--- src/rtl/rr_hold_arb_pkg.sv ---
// Shared definitions for the round-robin hold arbiter.
//   arb_state_e : FSM state encoding (StIdle = 0, StGrant = 1)
//   onehot_idx  : binary index of the set bit in a one-hot vector (0 for an all-zero vector)
package rr_hold_arb_pkg;

    typedef enum logic {
        StIdle  = 1'b0,
        StGrant = 1'b1
    } arb_state_e;

    // OR-accumulating the indices avoids a priority chain; valid only for 0 or one-hot input.
    function automatic int unsigned onehot_idx(input logic [31:0] v);
        int unsigned idx;
        idx = 0;
        for (int i = 0; i < 32; i++) begin
            if (v[i]) begin
                idx = idx | 32'(i);
            end
        end
        return idx;
    endfunction

endpackage

--- src/rtl/fixed_prior_arb_give.sv ---
// Combinational fixed-priority picker with a movable priority point.
// Searches req starting at the one-hot prio position upward, wrapping modulo N,
// and returns the first set bit.
//   req    : request vector
//   enable : gate; no grant when low
//   prio   : one-hot position that has highest priority
//   gnt    : one-hot pick, 0 when nothing is picked
//   valid  : high when gnt is non-zero
module fixed_prior_arb_give #(
    parameter int N = 4
) (
    input  logic [N-1:0] req,
    input  logic         enable,
    input  logic [N-1:0] prio,
    output logic [N-1:0] gnt,
    output logic         valid
);

    logic [2*N-1:0] req_dbl;
    logic [2*N-1:0] gnt_dbl;

    // Doubling req turns the wrap-around search into a plain borrow chain: subtracting prio
    // clears the lowest set bit at or above prio, and masking leaves exactly that bit.
    assign req_dbl = {req, req};
    assign gnt_dbl = req_dbl & ~(req_dbl - {{N{1'b0}}, prio});

    always_comb begin
        gnt = '0;
        if (enable) begin
            gnt = gnt_dbl[N-1:0] | gnt_dbl[2*N-1:N];
        end
    end

    assign valid = |gnt;

endmodule

--- src/rtl/rr_hold_arb.sv ---
// Round-robin arbiter with grant locking. Registers the winner of the fixed-priority pick
// stage and holds the grant until the owner drops req, the hold limit expires, or en falls.
// Each ownership change passes through one idle cycle with gnt = 0.
//   clk      : clock, rising edge
//   rst      : asynchronous active-high reset
//   en       : arbitration enable; dropping it aborts the current grant
//   req      : level requests
//   gnt      : registered one-hot grant
//   gnt_id   : binary index of the owner, 0 when no owner
//   valid    : a grant is held
//   preempt  : one-cycle pulse in the gap after a hold timeout
//   prio_ptr : one-hot highest-priority position
module rr_hold_arb
    import rr_hold_arb_pkg::*;
#(
    parameter int N        = 4,
    parameter int MAX_HOLD = 8,
    parameter int ID_W     = $clog2(N),
    parameter int CNT_W    = (MAX_HOLD == 0) ? 1 : $clog2(MAX_HOLD + 1)
) (
    input  logic            clk,
    input  logic            rst,
    input  logic            en,
    input  logic [N-1:0]    req,
    output logic [N-1:0]    gnt,
    output logic [ID_W-1:0] gnt_id,
    output logic            valid,
    output logic            preempt,
    output logic [N-1:0]    prio_ptr
);

    arb_state_e       state_q, state_d;
    logic [N-1:0]     gnt_q, gnt_d;
    logic [ID_W-1:0]  id_q, id_d;
    logic [N-1:0]     prio_q, prio_d;
    logic [CNT_W-1:0] cnt_q, cnt_d;
    logic             preempt_q, preempt_d;

    logic [N-1:0]     pick_gnt;
    logic             pick_valid;
    logic [N-1:0]     gnt_rot;
    logic             hold_expired;

    fixed_prior_arb_give #(
        .N (N)
    ) u_pick (
        .req    (req),
        .enable (en),
        .prio   (prio_q),
        .gnt    (pick_gnt),
        .valid  (pick_valid)
    );

    // The position just above the outgoing owner becomes highest priority.
    assign gnt_rot      = {gnt_q[N-2:0], gnt_q[N-1]};
    assign hold_expired = (MAX_HOLD != 0) && (cnt_q == CNT_W'(MAX_HOLD));

    always_comb begin
        state_d   = state_q;
        gnt_d     = gnt_q;
        id_d      = id_q;
        prio_d    = prio_q;
        cnt_d     = cnt_q;
        preempt_d = 1'b0;

        unique case (state_q)
            StIdle: begin
                gnt_d = '0;
                id_d  = '0;
                cnt_d = '0;
                if (pick_valid) begin
                    state_d = StGrant;
                    gnt_d   = pick_gnt;
                    id_d    = ID_W'(onehot_idx(32'(pick_gnt)));
                    cnt_d   = (MAX_HOLD == 0) ? '0 : CNT_W'(1);
                end
            end
            StGrant: begin
                if (!en) begin
                    state_d = StIdle;
                    gnt_d   = '0;
                    id_d    = '0;
                    cnt_d   = '0;
                end else if (!req[id_q]) begin
                    state_d = StIdle;
                    gnt_d   = '0;
                    id_d    = '0;
                    cnt_d   = '0;
                    prio_d  = gnt_rot;
                end else if (hold_expired) begin
                    state_d   = StIdle;
                    gnt_d     = '0;
                    id_d      = '0;
                    cnt_d     = '0;
                    prio_d    = gnt_rot;
                    preempt_d = 1'b1;
                end else if (MAX_HOLD != 0) begin
                    cnt_d = cnt_q + CNT_W'(1);
                end
            end
            default: begin
                state_d = StIdle;
                gnt_d   = '0;
                id_d    = '0;
                cnt_d   = '0;
            end
        endcase
    end

    always_ff @(posedge clk or posedge rst) begin
        if (rst) begin
            state_q   <= StIdle;
            gnt_q     <= '0;
            id_q      <= '0;
            prio_q    <= {{(N-1){1'b0}}, 1'b1};
            cnt_q     <= '0;
            preempt_q <= 1'b0;
        end else begin
            state_q   <= state_d;
            gnt_q     <= gnt_d;
            id_q      <= id_d;
            prio_q    <= prio_d;
            cnt_q     <= cnt_d;
            preempt_q <= preempt_d;
        end
    end

    assign gnt      = gnt_q;
    assign gnt_id   = id_q;
    assign valid    = |gnt_q;
    assign preempt  = preempt_q;
    assign prio_ptr = prio_q;

endmodule

--- config.mk ---
export PLATFORM = sky130hd
export DESIGN_NAME = rr_hold_arb
export DESIGN_NICKNAME = d
export VERILOG_FILES = /design/src/rtl/rr_hold_arb_pkg.sv /design/src/rtl/fixed_prior_arb_give.sv /design/src/rtl/rr_hold_arb.sv
export SDC_FILE = /design/constraint.sdc
export NUM_CORES = 1
export LEC_CHECK = 0
export BUFFER_PORTS_ARGS = -buffer_cell sky130_fd_sc_hd__clkbuf_2
export CAP_MARGIN = 40
export CORE_MARGIN = 2
export CORE_UTILIZATION = 56
export DETAILED_ROUTE_END_ITERATION = 6
export MAX_ROUTING_LAYER = met4
export PLACE_DENSITY = 0.82
export SETUP_SLACK_MARGIN = 0.15
export SLEW_MARGIN = 10
export SYNTH_ARGS = -nofsm -noshare
export SYNTH_HDL_FRONTEND = slang
export SYNTH_SLANG_ARGS = --single-unit
--- constraint.sdc ---
create_clock -name clk -period 3.55 [get_ports clk]
set_input_delay 0 -clock clk [delete_from_list [all_inputs] [get_ports clk]]
set_output_delay 0 -clock clk [all_outputs]
set_load 0.005 [all_outputs]
==> results.sh <==
export IMPL_run_status="completed"
export IMPL_dp_hpwl_um=1440
export IMPL_dr_total_vias=715
export IMPL_wl_um=1840
export IMPL_dr_pass1_iters=4
export IMPL_path_delay_family="compound AO/OA/AOI/OAI gates"
export IMPL_grt_pass1_wl_um=3080
export IMPL_cpMaxStageDelayCell="dfstp_2"
export IMPL_synth_cell_area_um2=890
export IMPL_post_synth_inst_count=84
export IMPL_critical_path_n_buffers_inverters=0
export IMPL_num_nets_final=120
export IMPL_ys_seq_elements=16
export IMPL_hold_class="in2reg"
export IMPL_core_region_area_um2=1490
export IMPL_worst_slew_pin_transition_ps=593
export IMPL_grt_overflow=0
export IMPL_antenna_left=0
export IMPL_htree_num_levels=1
export IMPL_starting_density_of_the_core_pct=59.7
export IMPL_setup_tns_final_ps=0
export IMPL_peak_ir_drop_on_the_vdd_network_mv=0.462
export IMPL_setup_violations_final=0
export IMPL_drt_first_iter_violations=15
export IMPL_drv_max_cap_violation_count=0
export IMPL_share_of_the_synthesized_area_in_compound_gates_ao_oa_aoi_oai_pct=17.9
export IMPL_synthDistinctLibCells=33
export IMPL_die_width_um=43.9
export IMPL_die_h_um=43.9
export IMPL_cp_data_arrival_time_ps=2460
export IMPL_timing_critical_path_required_ps=3750
export IMPL_tritoncts_num_sinks=16
export IMPL_port_buffers=18
export IMPL_post_synth_and_or_nand_nor_area_fraction_pct=16.2
export IMPL_ioPinCount=19
export IMPL_worst_path_largest_cell_delay_ps=560
export IMPL_gpl_final_weighted_congestion=0.873
export IMPL_total_chip_power_uw=692
export IMPL_post_route_cells_drive_above_1_share_pct=26.4
export IMPL_finalHoldViolCount=0
export IMPL_number_of_antenna_violations_at_the_first_check_in_global_routing=0
export IMPL_maximum_number_of_pins_on_one_net_before_global_route_repair=17
export IMPL_worst_clock_skew_ps=18.9
export IMPL_crit_path_end_kind="register"
export IMPL_static_leakage_power_nw=0.538
export IMPL_cts_tree="done"
export IMPL_timing_final_crit_period_ps=2260
export IMPL_syn_num_nets=97
export IMPL_cts_max_path_buffers=2
export IMPL_pd_cells_nw_per_um2=669
export IMPL_timing_worst_setup_path_type="reg2reg"
export IMPL_synth_mux_area_fraction_pct=3.80
export IMPL_remaining_drc_errors=0
export IMPL_die_area_um2=1920
export IMPL_number_of_cells_in_the_finished_layout_apart_from_fillers=122
export IMPL_post_synth_xor_area_fraction_pct=3.94
export IMPL_numPlacedInstances=117
export IMPL_finalCoreUtilization_pct=69.5
export IMPL_grt_util_all_layers_pct=23.3
export IMPL_finalMaxSlewViolations=0
export IMPL_rows=14
export IMPL_crit_path_start_kind="register"
export IMPL_synth_warning_count=0
export IMPL_rsz_0062_raised_after_global_routing="no"
export IMPL_cts_clk_slew_worst_paths_ps=100
export IMPL_synth_adder_area_share_pct=9.28
export IMPL_clk_insertion_delay_late_ps=290
export IMPL_via_per_inst=5.86
export IMPL_area_growth_pct=16.3
export IMPL_syn_avg_cell_area_um2=10.6
export IMPL_clockRootBuffer="clkbuf_4"
export IMPL_max_freq_ghz=0.443
export IMPL_first_global_vias=722
export IMPL_synth_sequential_area_ratio_pct=45.1
export IMPL_timing_final_crit_share_pct=63.6
export IMPL_routed_wire_length_per_instance_um=15.0
export IMPL_combinational_family_with_the_most_area_after_synthesis="compound AO/OA/AOI/OAI gates"
export IMPL_timing_critical_path_fanout_max=4
export IMPL_cells_along_the_critical_path="nand2b_1, fa_1, a21o_1, a2111oi_0, o211a_1, a31oi_1, o211ai_1"
export IMPL_cts_inserted_buffers=3
export IMPL_max_slew_margin_rel_pct=60.4
export IMPL_antenna_diode_count=0
-- cells in the mapped netlist, drive strengths merged --
cell | n | area (um2)
nand3b | 1 | 7.51
nand3 | 4 | 20.0
or4 | 2 | 15.0
nor2b | 3 | 26.3
inv | 6 | 22.5
and2 | 2 | 12.5
nand2 | 9 | 33.8
a32o | 1 | 10.0
a2111oi | 1 | 8.76
xor2 | 2 | 17.5
buf | 1 | 11.3
a21oi | 4 | 20.0
mux4 | 1 | 22.5
dfrtp | 15 | 375
a211o | 1 | 8.76
o211a | 1 | 10.0
or2 | 1 | 6.26
nand4b | 1 | 8.76
a21o | 5 | 37.5
ha | 5 | 62.6
nand2b | 1 | 6.26
fa | 1 | 20.0
o211ai | 2 | 15.0
o21ai | 4 | 20.0
a31oi | 2 | 12.5
a31o | 1 | 8.76
mux2 | 1 | 11.3
xnor2 | 2 | 17.5
dfstp | 1 | 26.3
a22oi | 1 | 7.51
nor2 | 2 | 7.51
-- stage by stage --
stage / worst slack, ps / hold WS (ps) / instance area, um2
3_3_place_gp: 1480 / 70.2 / 988
6_report: 1290 / 54.9 / 1030
5_1_grt: 1240 / 33.7 / 1030
3_5_place_dp: 1400 / 85.4 / 988
2_1_floorplan: 1550 / -87.0 / 890
4_1_cts: 1360 / 45.8 / 1030
-- power by group --
part / switching (mW) / internal (mW) / leakage [nW]
Sequential: 0.0376 / 0.232 / 0.213
Clock: 0.0580 / 0.0625 / 0.0210
Combinational: 0.160 / 0.141 / 0.304
-- layout make-up --
type,count,area (um2)
multi-input cells,61,454
clock buffers,4,36.3
flip-flops and latches,16,402
repair buffers,19,100
inverters,6,22.5
well taps,16,20.0
fillers,112,454
-- worst paths after layout --
check | startpoint | endpoint | slack [ps] | depth (start not counted)
setup / recovery | prio_ptr[0]$_DFFE_PP1P_ | cnt_q[0]$_DFF_PP0_ | 1290 | 7
max in group asynchronous | rst | cnt_q[0]$_DFF_PP0_ | 2850 | 3
setup reg to reg | prio_ptr[0]$_DFFE_PP1P_ | cnt_q[0]$_DFF_PP0_ | 1290 | 7
hold / removal | req[0] | gnt[0]$_DFFE_PP0P_ | 50 | 2
min in group asynchronous | rst | prio_ptr[2]$_DFFE_PP0P_ | 290 | 3
hold reg to reg | gnt_id[1]$_DFFE_PP0P_ | gnt_id[1]$_DFFE_PP0P_ | 540 | 1
-- repair_timing --
item / 4_1_cts / 5_1_grt
hold buffers: 1 / 0
buffers inserted: 0 / 0
hold endpoints to repair: 15 / 0
gates resized for setup: 0 / 0
-- cell usage in the layout (no fill, tap or decap), types with 2 or more instances in the layout --
cell type and n:
nor2_1 2, xor2_1 2, a21oi_1 4, o21ai_0 4
nand3_1 4, a21o_1 5, or4_1 2, o211ai_1 2
inv_1 6, ha_1 5, a31oi_1 2, clkbuf_2 18
nand2_1 9, xnor2_1 2, dfrtp_1 15, clkbuf_4 3
nor2b_1 2
-- sequential cells by signal, indices dropped and copies added (netlist names) --
signal and count:
gnt 4, cnt_q 4, preempt 1, state_q 1
prio_ptr 4, gnt_id 2
-- cell families (layout without fill, tap and decap cells) --
family | after synthesis | count (layout)
AOI/OAI and AO/OA | 23 | 23
xor gates and xnor gates | 4 | 4
adders and majority gates | 6 | 6
buffers and inverters | 7 | 29
DFF | 16 | 16
muxes | 2 | 2
and+or+nand+nor | 26 | 26
-- layer usage --
layer  vias up  wire length (um)  share of wire (%)  GRT usage, %
met5         -                 0                  0             -
met4         0                21                1.1          7.27
met3         4               100                5.4          8.33
met2        25               924                 50          36.8
met1       338               789                 43          27.9
li1        348                 -                  -             -
Note: power is estimated with default switching activity, not from simulation.
